### config.mk
export PLATFORM = sky130hd
export DESIGN_NAME = single_port_ram
export DESIGN_NICKNAME = d
export VERILOG_FILES = /design/src/rtl/single_port_ram.sv
export SDC_FILE = /design/constraint.sdc
export NUM_CORES = 1
export LEC_CHECK = 0
export CORE_MARGIN = 5
export CORE_UTILIZATION = 53
export DETAILED_ROUTE_END_ITERATION = 7
export MAX_ROUTING_LAYER = met4
export PLACE_DENSITY = 0.77
export SYNTH_ARGS = -nofsm -noshare
export SYNTH_HDL_FRONTEND = slang
export SYNTH_SLANG_ARGS = --single-unit
### constraint.sdc
create_clock -name clk -period 2.64 [get_ports clk]
set_input_delay 0.396 -clock clk [delete_from_list [all_inputs] [get_ports clk]]
set_output_delay 0.396 -clock clk [all_outputs]
set_load 0.05 [all_outputs]
### src/rtl/single_port_ram.sv
// Single-port synchronous RAM with a registered read port.
// One access per cycle on a shared address: a write wins over a read on the
// same edge and leaves data_out untouched. An active-high asynchronous reset
// clears every word and the output register immediately.
module single_port_ram #(
  parameter int DATA_WIDTH = 8,
  parameter int ADDR_WIDTH = 2
) (
  input  logic                  clk,
  input  logic                  rst,
  input  logic                  wr_en,
  input  logic                  rd_en,
  input  logic [DATA_WIDTH-1:0] data_in,
  input  logic [ADDR_WIDTH-1:0] address,
  output logic [DATA_WIDTH-1:0] data_out
);

  localparam int DEPTH = 2 ** ADDR_WIDTH;

  logic [DATA_WIDTH-1:0] mem_r [DEPTH];
  logic [DATA_WIDTH-1:0] data_out_r;
  logic                  wr_fire_s;
  logic                  rd_fire_s;

  // Decode the access for this edge: a write always takes the port, a read only when no write
  always_comb begin
    wr_fire_s = 1'b0;
    rd_fire_s = 1'b0;
    if (wr_en) begin
      wr_fire_s = 1'b1;
      rd_fire_s = 1'b0;
    end else begin
      wr_fire_s = 1'b0;
      rd_fire_s = rd_en;
    end
  end

  // Storage array: cleared at once by reset, full-word write otherwise
  always_ff @(posedge clk or posedge rst) begin
    if (rst) begin
      mem_r <= '{default: {DATA_WIDTH{1'b0}}};
    end else if (wr_fire_s) begin
      mem_r[address] <= data_in;
    end
  end

  // Read register: loads only on a read-only cycle, otherwise holds its last value
  always_ff @(posedge clk or posedge rst) begin
    if (rst) begin
      data_out_r <= {DATA_WIDTH{1'b0}};
    end else if (rd_fire_s) begin
      data_out_r <= mem_r[address];
    end
  end

  assign data_out = data_out_r;

endmodule

==> results_dict.tcl <==
set metrics [dict create \
    h-tree-depth 2 \
    first_iter_violations 55 \
    hpwl_um 2170 \
    synth_top_area_cell "dfrtp_1" \
    ys_warn_count 0 \
    drv_cap 0 \
    synthTopCellsByArea "dfrtp_1 57%, mux2_2 23%, mux4_2 6.4%, mux4_1 4.5%, mux2_4 4.3%" \
    grt_pass1_wl_um 5370 \
    ant_nets 0 \
    drc 0 \
    netlist_instances 97 \
    die_w_um 67.4 \
    synth_cell_type_count 13 \
    hold_path.class "primary input to asynchronous set/reset pin" \
    initial_core_util 0.563 \
    cts_root_buf "clkbuf_4" \
    num_vias 945 \
    grt_max_degree 41 \
    cpLargestDelayFamily "buffers and inverters" \
    gp_congestion 0.709 \
    fin_crit_sh 0.735 \
    setup_tns_ns 0 \
    cellPowerDensity_mw_per_mm2 832 \
    cts_setup_buffers 0 \
    yosysSeqAreaShare 0.573 \
    power_leakage_uw 0.000902 \
    finalMaxSlewViolations 0 \
    finalHoldViolCount 0 \
    worst_slew_pin_slew_ns 0.498 \
    synth_nets 111 \
    worstPathCellList "clkdlybuf4s50_1" \
    vias_per_cell 5.53 \
    rows 20 \
    clk_latency_ns 0.35 \
    grt_pass1_vias 1033 \
    status "complete, no violations" \
    core-area_mm2 0.00310 \
    placed_area_mm2 0.00202 \
    required_ns 2.24 \
    path_max_fanout 2 \
    gr-total-overflow 0 \
    irDropWorstVdd_mv 0.470 \
    critPathLaunchType "flip-flop" \
    cts_buffer_depth 2 \
    timing.setup.critical_path_class "flip-flop to output port" \
    max_stage_delay_ns 0.81 \
    fin_skew_ns 0.0104 \
    cts_hold_buf 0 \
    synth_top_area_share 0.573 \
    synth_common_cells "40 x dfrtp_1, 35 x mux2_2, 5 x mux2_4, 5 x mux4_2, 3 x mux4_1" \
    ctsResizeCount 0 \
    path_clk_slew_ns 0.12 \
    max_freq_mhz 515 \
    fin_crit_ns 1.94 \
    cts_tree "built" \
    area_delta_synth_final_pct 21.0 \
    grt_antenna_before_repair 0 \
    firstDrtPassIters 4 \
    rsz0062_at_grt "no" \
    drive_gt1_frac 0.480 \
    grt_usage 0.172 \
    layout.nets 140 \
    place_ws_ns 0.384 \
    p_total_uw 1760 \
    synth-async-reset-ratio 1.00 \
    io_pins 22 \
    wl_per_cell_um 18.7 \
    relSlewSlack 0.667 \
    cts_inserted_buffers 5 \
    cpMaxStageDelayCell "clkdlybuf4s50_1" \
    synth-edff-count 0 \
    synth_flop_cell "dfrtp_1" \
    ys_ff_latch 40 \
    drt_wl_total_um 3200 \
    avgSynthCellArea_um2 18.0 \
    finalSetupViolCount 0 \
    worst_slack_ns 0.699 \
    cp.arrival_ns 1.55 \
    synth.most_common_cell "dfrtp_1" \
    design_area_mm2 0.00211 \
    diodes 0 \
    numClockSinks 40 \
    die-area_mm2 0.00454 \
    die_height_um 67.4 \
    io_buffers 21 \
    syn_area_mm2 0.00175 \
    path_buf_inv 1 \
    rrSetupSlack_ns 1.38 \
    crit_path_end_kind "output port" \
    fillCellCount 243 \
]
[flip-flops by register name, indices dropped and copies added, names as in the netlist]
signal	count
mem_r	32
data_out	8
[stage by stage]
stage	utilization	hold slack (ns)	instances
after floorplan	-	0.470	97
after global placement	0.650	0.482	163
after detailed placement	0.650	0.492	163
after CTS	0.681	0.466	171
after global routing	0.681	0.513	171
final	0.681	0.458	171
[worst min-delay path: stages]
cell	delay (ns)
clkdlybuf4s50_1	0.40
inv_1	0.05
buf_4	0.42
[cell type report]
class                      count  area (um^2)  share of cell area
clock inverter                 1         30.0              0.0142
clock buffer                   7         65.1              0.0308
sequential                    40         1000               0.474
tap                           44         55.1              0.0261
timing repair buffer          25          240               0.114
inverter                       1         3.75             0.00178
multi-input combinational     53          718               0.340
[cell usage in the layout (no fill, tap or decap), drive strengths merged]
cell type      netlist  layout
dfrtp               40      40
mux2                40      40
clkdlybuf4s50        0      21
mux4                 8       8
clkbuf               0       7
buf                  3       4
nand3b               2       2
nor3b                1       1
nand3                1       1
inv                  1       1
nor2b                1       1
bufinv               0       1
[final timing paths]
check | from | to | cells past startpoint
max in group asynchronous | rst | mem_r[4]$_DFFE_PP0P_ | 3
min in group clk | mem_r[2]$_DFFE_PP0P_ | mem_r[2]$_DFFE_PP0P_ | 1
hold reg to reg | mem_r[2]$_DFFE_PP0P_ | mem_r[2]$_DFFE_PP0P_ | 1
setup / recovery | data_out[2]$_DFFE_PP0P_ | data_out[2] | 1
setup reg to reg | mem_r[21]$_DFFE_PP0P_ | data_out[5]$_DFFE_PP0P_ | 2
hold / removal | rst | data_out[6]$_DFFE_PP0P_ | 3
[layer usage]
layer	up-vias	track usage	part of all wire
met5	-	-	0
met4	0	0.0608	0.014
met3	7	0.0532	0.050
met2	20	0.270	0.51
met1	492	0.211	0.43
li1	426	-	-
[report_power, final]
group          switching (uW)  total, uW  internal [uW]
Combinational             248        498            250
Clock                     193        445            251
Sequential               69.8        815            745
Total                     511       1760           1250
[cells by family after synthesis]
family	Yosys count	share of synthesized area
buf+inv	4	0.0158
flops	40	0.573
mux	48	0.378
simple gates	5	0.0330
No activity file was read; power rests on OpenSTA's default activity.
